$ cat src/rtl/pong_game_ctrl.sv
// Game-flow sequencer for pong: serve/play/pause/over sequencing, frame-tick wait timer,
// ball budget, serve direction and rally speed level. All outputs are registered.
module pong_game_ctrl #(
   parameter int BALLS          = 3,
   parameter int SERVE_FRAMES   = 120,
   parameter int OVER_FRAMES    = 120,
   parameter int HITS_PER_LEVEL = 4,
   parameter int MAX_LEVEL      = 3
) (
   input  logic       top_clk,
   input  logic       reset,
   input  logic       frame_tick,
   input  logic       start_btn,
   input  logic       pause_btn,
   input  logic [1:0] hit,
   input  logic [1:0] miss,
   output logic       gra_still,
   output logic       d_clr,
   output logic [1:0] score_inc,
   output logic [3:0] balls_left,
   output logic       serve_dir,
   output logic [1:0] speed_level,
   output logic [7:0] countdown,
   output logic [2:0] state
);

   typedef enum logic [2:0] {
      IDLE  = 3'd0,
      SERVE = 3'd1,
      PLAY  = 3'd2,
      PAUSE = 3'd3,
      OVER  = 3'd4
   } state_t;

   localparam logic [3:0] BALLS_V = 4'(BALLS);
   localparam logic [7:0] SERVE_V = 8'(SERVE_FRAMES);
   localparam logic [7:0] OVER_V  = 8'(OVER_FRAMES);
   localparam logic [3:0] HITS_V  = 4'(HITS_PER_LEVEL);
   localparam logic [1:0] MAX_V   = 2'(MAX_LEVEL);

   state_t     cur, nxt;
   logic [3:0] hits, hits_n, balls_n;
   logic [7:0] cd_n;
   logic [1:0] lvl_n, sinc_n;
   logic       dir_n;
   logic       start_q, pause_q;
   logic       start_rise, pause_rise;

   assign start_rise = start_btn & ~start_q;
   assign pause_rise = pause_btn & ~pause_q;
   assign state      = cur;

   always_comb begin
      nxt     = cur;
      cd_n    = countdown;
      balls_n = balls_left;
      dir_n   = serve_dir;
      lvl_n   = speed_level;
      hits_n  = hits;
      sinc_n  = 2'b00;
      case (cur)
         IDLE: begin
            balls_n = BALLS_V;
            lvl_n   = 2'd0;
            hits_n  = 4'd0;
            cd_n    = 8'd0;
            if (start_rise) begin
               nxt  = SERVE;
               cd_n = SERVE_V;
            end
         end
         SERVE: begin
            if (frame_tick && countdown != 8'd0) cd_n = countdown - 8'd1;
            // An early press is simply dropped; only a fresh press after the wait serves.
            if (start_rise && countdown == 8'd0) nxt = PLAY;
         end
         PLAY: begin
            cd_n = 8'd0;
            if (miss != 2'b00) begin
               sinc_n  = miss;
               lvl_n   = 2'd0;
               hits_n  = 4'd0;
               if (miss == 2'b01)      dir_n = 1'b1;
               else if (miss == 2'b10) dir_n = 1'b0;
               balls_n = balls_left - 4'd1;
               if (balls_left == 4'd1) begin
                  nxt  = OVER;
                  cd_n = OVER_V;
               end else begin
                  nxt  = SERVE;
                  cd_n = SERVE_V;
               end
            end else begin
               if (hit != 2'b00) begin
                  if (hits == HITS_V - 4'd1) begin
                     hits_n = 4'd0;
                     lvl_n  = (speed_level < MAX_V) ? speed_level + 2'd1 : MAX_V;
                  end else begin
                     hits_n = hits + 4'd1;
                  end
               end
               if (pause_rise) nxt = PAUSE;
            end
         end
         PAUSE: begin
            if (pause_rise) nxt = PLAY;
         end
         OVER: begin
            if (countdown == 8'd0) nxt = IDLE;
            else if (frame_tick)   cd_n = countdown - 8'd1;
         end
         default: begin
            nxt  = IDLE;
            cd_n = 8'd0;
         end
      endcase
   end

   always_ff @(posedge top_clk) begin
      if (reset) begin
         cur         <= IDLE;
         gra_still   <= 1'b1;
         d_clr       <= 1'b0;
         score_inc   <= 2'b00;
         balls_left  <= BALLS_V;
         serve_dir   <= 1'b0;
         speed_level <= 2'd0;
         countdown   <= 8'd0;
         hits        <= 4'd0;
         start_q     <= 1'b0;
         pause_q     <= 1'b0;
      end else begin
         cur         <= nxt;
         // Freeze and clear follow the state being entered so they switch on the same edge.
         gra_still   <= (nxt != PLAY);
         d_clr       <= (nxt == IDLE);
         score_inc   <= sinc_n;
         balls_left  <= balls_n;
         serve_dir   <= dir_n;
         speed_level <= lvl_n;
         countdown   <= cd_n;
         hits        <= hits_n;
         start_q     <= start_btn;
         pause_q     <= pause_btn;
      end
   end

endmodule

$ cat config.mk
export PLATFORM = sky130hd
export DESIGN_NAME = pong_game_ctrl
export DESIGN_NICKNAME = d
export VERILOG_FILES = /design/src/rtl/pong_game_ctrl.sv
export SDC_FILE = /design/constraint.sdc
export NUM_CORES = 1
export LEC_CHECK = 0
export CAP_MARGIN = 25
export CORE_ASPECT_RATIO = 1.5
export CORE_MARGIN = 8
export CORE_UTILIZATION = 30
export CTS_BUF_LIST = sky130_fd_sc_hd__clkbuf_4 sky130_fd_sc_hd__clkbuf_8 sky130_fd_sc_hd__clkbuf_16
export DETAILED_ROUTE_END_ITERATION = 7
export PLACE_DENSITY = 0.59
export SYNTH_ARGS = -nofsm -noshare
export SYNTH_HDL_FRONTEND = slang
export SYNTH_SLANG_ARGS = --single-unit
$ cat constraint.sdc
create_clock -name top_clk -period 2.05 [get_ports top_clk]
set_clock_uncertainty 0.1 [all_clocks]
set_input_delay 0.3075 -clock top_clk [delete_from_list [all_inputs] [get_ports top_clk]]
set_output_delay 0.3075 -clock top_clk [all_outputs]
set_load 0.005 [all_outputs]
After elaboration in Yosys (flattened, before gate mapping)
Index checks and enable logic that the tools add are counted.
{"block": "word_totals", "ff_bits": 28, "latchBits": 0, "ramBits": 0, "rom_bits": 0, "in_bits": 9, "n_memories": 0}
{"block": "op_classes", "n_addsub": 4, "n_mul": 0, "div_mod_pow": 0, "n_lt_le_gt_ge": 1, "n_eq_ne": 15, "n_shift": 0, "mux": 27, "n_bitwise": 7, "n_reduce_logical": 16}
{"operator": "8-bit one-hot mux with 5 select lines", "count": 1}
{"operator": "8-bit two-way mux", "count": 3}
{"operator": "3-bit two-way mux", "count": 7}
{"operator": "4-bit two-way mux", "count": 4}
{"operator": "4-bit one-hot mux with 2 select lines", "count": 2}
{"operator": "3-bit one-hot mux with 5 select lines", "count": 1}
{"operator": "7-bit two-way mux", "count": 2}
{"operator": "8-bit zero test", "count": 1}
{"operator": "2-bit two-way mux", "count": 4}
{"operator": "2-bit inequality test, second input constant", "count": 4}
{"operator": "2-bit nonzero test", "count": 4}
{"operator": "8-bit nonzero test", "count": 1}
{"operator": "8-bit by 1-bit subtractor with 8-bit output, second input constant", "count": 1}
{"operator": "3-bit by 2-bit equality test with 1-bit output, second input constant", "count": 2}
{"operator": "3-bit zero test", "count": 2}
{"operator": "3-bit inequality test, second input constant", "count": 2}
{"operator": "3-bit AND reduction", "count": 2}
{"operator": "1-bit inverter", "count": 5}
{"operator": "4-bit by 1-bit adder with 4-bit output, second input constant", "count": 1}
{"operator": "4-bit by 1-bit equality test with 1-bit output, second input constant", "count": 1}
{"operator": "4-bit by 2-bit equality test with 1-bit output, second input constant", "count": 1}
{"operator": "2-bit one-hot mux with 2 select lines", "count": 1}
{"operator": "2-bit AND reduction", "count": 2}
{"operator": "4-bit AND reduction", "count": 1}
{"operator": "other kinds (12)", "count": 15}

Longest topological paths before layout
Gate-level depths: netlist (run 1).
{"block": "logic_depth", "word_depth": 6, "depth_mapped": 8, "ltp_nobuf": 7}

Worst setup path after synthesis (run 1)
OpenSTA, ideal clock, no wires.
{"block": "synth_path", "path_kind": "flip-flop to flip-flop", "start": "reg countdown[0]", "end": "reg countdown[4]", "t_arrival_ns": 1.620, "t_required_ns": 1.862, "slack_ns": 0.241, "stages_incl_launch_ff": 8, "period_less_slack_ns": 1.809, "path_cell_list": "dfxtp_1 -> inv_1 -> ha_1 -> nor4b_4 -> a21oi_4 -> inv_2 -> maj3_2 -> o32ai_2"}
{"block": "synth_between", "elab_chain_cells": 4, "elab_cells_between_ends": 11, "classes_between": "add/sub (1); eq/ne (2); mux (4); reduce/logical (4)"}
{"item": "start: declaration", "line_no": "23", "source": "output logic [7:0] countdown,"}
{"item": "start signal: assignment", "line_no": "141", "source": "countdown <= cd_n;"}
{"item": "8-bit by 1-bit subtractor with 8-bit output or 8-bit nonzero test (tied branches)", "line_no": "73, 110"}
{"item": "8-bit two-way mux or 1-bit logical AND (tied branches)", "line_no": "110, 73"}
{"item": "8-bit two-way mux or 2-bit inequality test (tied branches)"}
{"item": "8-bit one-hot mux with 5 select lines or 4-bit AND reduction (tied branches)"}
Several ways; a longest one is shown, not always the timed one. The select of a mux whose other input is x is not followed.
A chain may end at the register's enable or synchronous reset.

Worst setup path after layout (run 1)
{"block": "layout_path", "start": "in miss[0]", "end": "reg gra_still"}
{"block": "layout_between", "elab_chain_cells": 4}
{"item": "start: declaration", "line_no": "16", "source": "input logic [1:0] miss,"}
{"item": "2-bit nonzero test", "line_no": "79", "source": "if (miss != 2'b00) begin"}
{"item": "3-bit two-way mux", "line_no": "79"}
{"item": "3-bit one-hot mux with 5 select lines", "line_no": "61", "source": "case (cur)"}
{"item": "3-bit by 2-bit inequality test with 1-bit output", "line_no": "135", "source": "gra_still <= (nxt != PLAY);"}
{"item": "end signal: assignment", "line_no": "135"}
{"item": "end: declaration", "line_no": "17", "source": "output logic gra_still,"}
No other way between the ends.

==> impl_metrics.json, run 1 <==
{
  "outcome": "finished clean",
  "dieWidth_um": 74.5,
  "placed_area_sq_um": 2020,
  "yosys.area_share.simple_pct": 27.5,
  "setup_violations": 0,
  "synth_top_family_by_area": "simple AND/OR/NAND/NOR gates",
  "grt_pass1_vias": 1341,
  "die-area_sq_um": 7730,
  "cp-start-kind": "input port",
  "syn_nets": 189,
  "relSlewSlack_pct": 66.3,
  "synthFlopType": "dfxtp_1",
  "multi_input_area_sq_um": 893,
  "route.detailed.drc": 0,
  "viasPerCell": 4.74,
  "crit_type": "input port to register",
  "fin_tns_setup_ns": 0,
  "cts_sinks": 28,
  "cts_resized": 0,
  "drv_slew": 0,
  "diodes": 0,
  "clkLatencyLatePin_ns": 0.29,
  "synth_xor_area_share_pct": 4.55,
  "core_area_sq_um": 5040,
  "synthToLayoutAreaGrowth_pct": 35.5,
  "hp-class": "register to register",
  "ant_nets": 0,
  "ioPinCount": 31,
  "initial_core_util_pct": 30.5,
  "cts_inserted_buffers": 3,
  "cp.arrival_ns": 1.96,
  "critPathCaptureType": "register",
  "rsz0062_at_grt": "false",
  "numPortBuffers": 30,
  "yosys_warnings": 0,
  "ir_worst_vdd_mv": 0.379,
  "synth_edf_count": 0,
  "n_fill_cell": 540,
  "swShare_pct": 28.9,
  "ys_types": 49,
  "timing.fmax_mhz": 530,
  "rows": 32,
  "vias": 1350,
  "ys_seq_elements": 28,
  "pwr-share-comb_pct": 26.5,
  "die_height_um": 104,
  "final_area_sq_um": 2090,
  "powerDensity_nw_per_um2": 696,
  "synth_compound_area_share_pct": 18.8,
  "final-seq-area_sq_um": 561,
  "internal_power_w": 0.00103,
  "period_minus_slack_ns": 1.89,
  "mostFrequentLayoutCells": "30 x clkdlybuf4s50_1, 28 x dfxtp_1, 17 x buf_4",
  "hold_viol_final": 0,
  "path_max_fanout": 5,
  "dpl.hpwl_um": 2910,
  "synthesis.area_sq_um": 1540,
  "cap_violations": 0,
  "seqPwrFrac_pct": 42.4,
  "grt_max_degree": 27,
  "drt_pre_antenna_iters": 4,
  "yosysSeqAreaShare_pct": 36.4,
  "gp_congestion": 0.764,
  "antenna_found_initial": 0,
  "r2r_setup_slack_ns": 0.24,
  "synth-async-reset-ratio_pct": 0,
  "cts_htree_levels": 1,
  "p_switching_w": 0.000420,
  "cts.path.max_buffers": 2,
  "cts_tree": "yes",
  "worst_slew_pin_slew_ns": 0.501,
  "clk_pin_slew_ns": 0.10,
  "ctsHoldBuffers": 0,
  "avgSynthCellArea_sq_um": 8.90,
  "drive_above_1_share_pct": 17.5,
  "grt_usage_pct": 10.1,
  "power_frac_clock_pct": 31.1,
  "routed_wirelength_um": 3760,
  "wl_per_cell_um": 13.2,
  "grt_pass1_wl_um": 6200,
  "synthMuxAreaShare_pct": 0.731,
  "totalPowerFinal_w": 0.00145,
  "p_leak_nw": 0.801,
  "syn_inst": 173,
  "grt_overflow": 0,
  "synth-adder-area-share_pct": 6.42,
  "fin_crit_sh_pct": 92.0,
  "cts_setup_buffers": 0,
  "drt_iter0_drc": 79,
  "root_buffer": "clkbuf_8",
  "final_common_cell": "clkdlybuf4s50_1",
  "final_util_pct": 41.4,
  "required_ns": 2.12,
  "final_nets": 234
}
## per-stage QoR
stage,hold WS [ns],setup slack [ns],std cells
after floorplan,0.336,0.241,173
after global placement,0.353,-0.0928,281
after detailed placement,0.356,-0.148,281
after CTS,0.371,0.150,285
after global routing,0.411,0.00788,285
final,0.366,0.164,285
## logic make-up after synthesis
group	count (synthesis)
flops	28
mux	1
compound gates	36
fa+ha+maj	8
xor+xnor	8
buf+inv	20
simple gates	72
## path summary, 6_finish.rpt
path                                           startpoint                        end  cells past startpoint
worst min register to register     serve_dir$_SDFFE_PP0P_     serve_dir$_SDFFE_PP0P_                      2
worst max register to register  countdown[0]$_SDFFE_PP0P_  countdown[4]$_SDFFE_PP0P_                      7
worst max-delay path                              miss[0]       gra_still$_SDFF_PP1_                      9
worst min-delay path               serve_dir$_SDFFE_PP0P_     serve_dir$_SDFFE_PP0P_                      2
## flip-flops by register name, indices dropped and copies added (netlist names)
register / cells
countdown: 8
score_inc: 2
speed_level: 2
serve_dir: 1
pause_q: 1
gra_still: 1
state: 3
hits: 4
start_q: 1
balls_left: 4
d_clr: 1
## power by group through the flow
| stage | combinational, W | sequential (W) | clock (W) |
|---|---|---|---|
| floorplan | 0.000244 | 0.000624 | 0 |
| global placement | 0.000386 | 0.000629 | 0 |
| detailed placement | 0.000389 | 0.000629 | 0 |
| CTS | 0.000390 | 0.000617 | 0.000463 |
| global route | 0.000430 | 0.000620 | 0.000478 |
| finish | 0.000385 | 0.000616 | 0.000452 |
## routing by layer
| layer | part of all wire, % | GRT usage (%) | wire length [um] | vias up |
|---|---|---|---|---|
| met5 | 0 | 0 | 0 | - |
| met4 | 1.7 | 4.93 | 65 | 0 |
| met3 | 4.0 | 2.12 | 151 | 5 |
| met2 | 52 | 17.3 | 1970 | 20 |
| met1 | 42 | 11.0 | 1570 | 626 |
| li1 | - | - | - | 699 |
## worst max-delay path, cell delays in order
cell,delay (ns)
clkdlybuf4s50_1,0.48
inv_1,0.06
ha_1,0.25
buf_4,0.16
nor2b_1,0.10
a221oi_1,0.08
nor3_1,0.24
o31a_1,0.23
nand2_1,0.06
## synthesized netlist by cell type, types with 2 or more instances
cell type	count	area, sq um
dfxtp_1	28	561
nand2_1	14	52.6
nor2_1	14	52.6
inv_1	12	45.0
nor3_1	10	50.1
a21oi_1	9	45.0
ha_1	7	87.6
nand2b_1	7	43.8
nor2b_1	6	37.5
xor2_1	6	52.6
nor4_1	4	25.0
buf_2	3	15.0
clkbuf_1	3	11.3
nand4_1	3	18.8
o21ai_1	3	15.0
a41oi_1	2	17.5
nor3_2	2	20.0
o21a_1	2	15.0
o21ai_0	2	10.0
o31a_1	2	17.5
o31ai_2	2	25.0
o32ai_2	2	32.5
or3_1	2	12.5
or3b_1	2	17.5
xnor2_1	2	17.5
## final cells by class
class | count | area share (%)
Clock inverter | 1 | 1.44
Tap cell | 68 | 4.08
Clock buffer | 3 | 1.98
Multi-Input combinational cell | 125 | 42.8
Timing Repair Buffer | 47 | 20.5
Sequential cell | 28 | 26.9
Inverter | 13 | 2.34
(Power assumes the default switching activity.)
==> inputs of run 2 (changes only) <==
--- a/config.mk
+++ b/config.mk
@@ -8,10 +8,11 @@
 export CAP_MARGIN = 25
 export CORE_ASPECT_RATIO = 1.5
 export CORE_MARGIN = 8
-export CORE_UTILIZATION = 30
+export CORE_UTILIZATION = 50
 export CTS_BUF_LIST = sky130_fd_sc_hd__clkbuf_4 sky130_fd_sc_hd__clkbuf_8 sky130_fd_sc_hd__clkbuf_16
 export DETAILED_ROUTE_END_ITERATION = 7
-export PLACE_DENSITY = 0.59
+export GPL_TIMING_DRIVEN = 0
+export PLACE_DENSITY = 0.86
 export SYNTH_ARGS = -nofsm -noshare
 export SYNTH_HDL_FRONTEND = slang
 export SYNTH_SLANG_ARGS = --single-unit
==> impl_metrics.json, run 2 (synthesized netlist as in run 1, its figures left out) <==
{
  "outcome": "finished clean",
  "swShare_pct": 30.6,
  "p_leak_nw": 0.749,
  "grt_overflow": 0,
  "drv_slew": 0,
  "period_minus_slack_ns": 1.98,
  "met3_wirelength_um": 198,
  "dieWidth_um": 61.3,
  "ant_nets": 0,
  "die-area_sq_um": 5150,
  "drt_iter0_drc": 61,
  "cp_top_family": "buffers and inverters",
  "ctsHoldBuffers": 0,
  "final_cells": 245,
  "worst_slew_pin_slew_ns": 0.566,
  "required_ns": 2.12,
  "gp_congestion": 0.878,
  "final_common_cell": "clkdlybuf4s50_1",
  "dp.cells": 241,
  "internal_power_w": 0.000929,
  "min-delay-start": "reset",
  "critPathCaptureType": "register",
  "synthToLayoutAreaGrowth_pct": 28.6,
  "path_max_fanout": 10,
  "hp-class": "input port to register",
  "reg2reg_depth": 6,
  "fin_tns_setup_ns": 0,
  "worst_path_max_delay_cell": "clkdlybuf4s50_1",
  "r2r_setup_slack_ns": 0.10,
  "grt_max_degree": 16,
  "power_frac_clock_pct": 25.4,
  "min_to": "pause_q$_SDFF_PP0_",
  "vias": 1391,
  "cp-start-kind": "input port",
  "top_layer_used": "met4",
  "drt_pre_antenna_iters": 4,
  "routed_wirelength_um": 3840,
  "drive_above_1_share_pct": 15.0,
  "final_nets": 223,
  "cts_inserted_buffers": 3,
  "pwr-share-comb_pct": 28.6,
  "cts_sinks": 28,
  "grt_pass1_vias": 1369,
  "wl_met1_um": 1420,
  "relSlewSlack_pct": 62.2,
  "place_ws_ns": -0.336,
  "cts_tree": "yes",
  "grt_pass1_wl_um": 6340,
  "hold_depth": 2,
  "r2r_end": "d_clr$_SDFF_PP0_",
  "largest_reg_flops": 8,
  "top_register": "countdown",
  "viasPerCell": 5.68,
  "diodes": 0,
  "timing.final.ws_setup_ns": 0.0706,
  "regToRegStartpoint": "state[1]$_SDFF_PP0_",
  "fin_crit_sh_pct": 96.6,
  "initial_core_util_pct": 52.9,
  "wl_per_cell_um": 15.7,
  "mostFrequentLayoutCells": "29 x clkdlybuf4s50_1, 27 x dfxtp_1, 13 x nor2_1, 13 x nand2_1, 12 x inv_1",
  "reg.largest.list": "countdown: 8 flops, balls_left: 4 flops, hits: 4 flops",
  "clkLatencyLatePin_ns": 0.28,
  "dpl.hpwl_um": 2930,
  "antenna_found_initial": 0,
  "powerDensity_nw_per_um2": 676,
  "placed_area_sq_um": 1880,
  "worstPathCellList": "clkdlybuf4s50_1 -> inv_1 -> ha_1 -> buf_6 -> nand2_2 -> o31a_4 -> o21ai_4 -> nor2b_1 -> a2111oi_1",
  "totalPowerFinal_w": 0.00134,
  "core_area_sq_um": 2910,
  "cts.path.max_buffers": 2,
  "hold_viol_final": 0,
  "grt_usage_pct": 15.6,
  "cp.buffers_inverters": 3,
  "timing.fmax_mhz": 505,
  "crit_type": "input port to register",
  "cap_violations": 0,
  "route.met2.wl_um": 2110,
  "die_height_um": 84.0,
  "final_area_sq_um": 1980,
  "max_stage_delay_ns": 0.49,
  "p_switching_w": 0.000409,
  "setup_violations": 0,
  "cp.arrival_ns": 2.05,
  "numPortBuffers": 29,
  "route.detailed.drc": 0,
  "clk_pin_slew_ns": 0.09,
  "cts_htree_levels": 1,
  "seqPwrFrac_pct": 45.9,
  "ir_worst_vdd_mv": 0.374,
  "root_buffer": "clkbuf_8",
  "rows": 24,
  "ioPinCount": 31
}
## run 2: cell type report
cell class | count | area [sq um]
plain buffers | 7 | 46.3
clock buffers | 4 | 55.1
fillers | 237 | 932
inverters | 13 | 48.8
multi-input cells | 125 | 930
flip-flops and latches | 28 | 562
well taps | 39 | 48.8
repair buffers | 29 | 290
## run 2: repair_timing
item	in CTS	in global routing
resized for setup	2	9
pin swaps	0	1
gates cloned	0	0
setup buffers	0	0
endpoints found under the setup margin	3	10
## run 2: per-stage QoR
| step | hold slack (ns) | util (%) |
|---|---|---|
| 5_1_grt | 0.324 | 68.0 |
| 4_1_cts | 0.293 | 66.8 |
| 2_1_floorplan | 0.336 | - |
| 6_report | 0.289 | 68.0 |
| 3_3_place_gp | 0.348 | 64.5 |
| 3_5_place_dp | 0.349 | 64.5 |
## run 2: worst reg2reg max path, delay by kind of cell (launching register included)
kind | cells | cell delay, ns
and+or+nand+nor | 3 | 0.69
AOI/OAI and AO/OA | 2 | 0.36
DFF | 1 | 0.44
buffers and inverters | 1 | 0.24
## run 2: how the worst max path moves through the flow
| stage | from | end | slack [ns] | cells past startpoint |
|---|---|---|---|---|
| after global placement | miss[0] | speed_level[0]$_SDFFE_PP0P_ | -0.27 | 9 |
| after detailed placement | miss[0] | speed_level[0]$_SDFFE_PP0P_ | -0.34 | 9 |
| after floorplan | countdown[0]$_SDFFE_PP0P_ | countdown[4]$_SDFFE_PP0P_ | 0.24 | 7 |
| after CTS | miss[0] | countdown[4]$_SDFFE_PP0P_ | 0.004 | 8 |
| after global routing | miss[0] | balls_left[3]$_SDFFE_PP0P_ | -0.006 | 9 |
| final | miss[0] | speed_level[0]$_SDFFE_PP0P_ | 0.07 | 9 |
## run 2: power by group through the flow
stage               sequential [W]  clock, W  combinational (W)
floorplan                 0.000624         0           0.000244
global placement          0.000625         0           0.000354
detailed placement        0.000627         0           0.000367
CTS                       0.000614  0.000346           0.000372
global route              0.000620  0.000374           0.000421
finish                    0.000615  0.000341           0.000383
## run 2: metal layers
layer	global-route usage, %	vias up
met5	0	-
met4	5.54	0
met3	2.62	9
met2	28.4	39
met1	16.5	660
li1	-	683
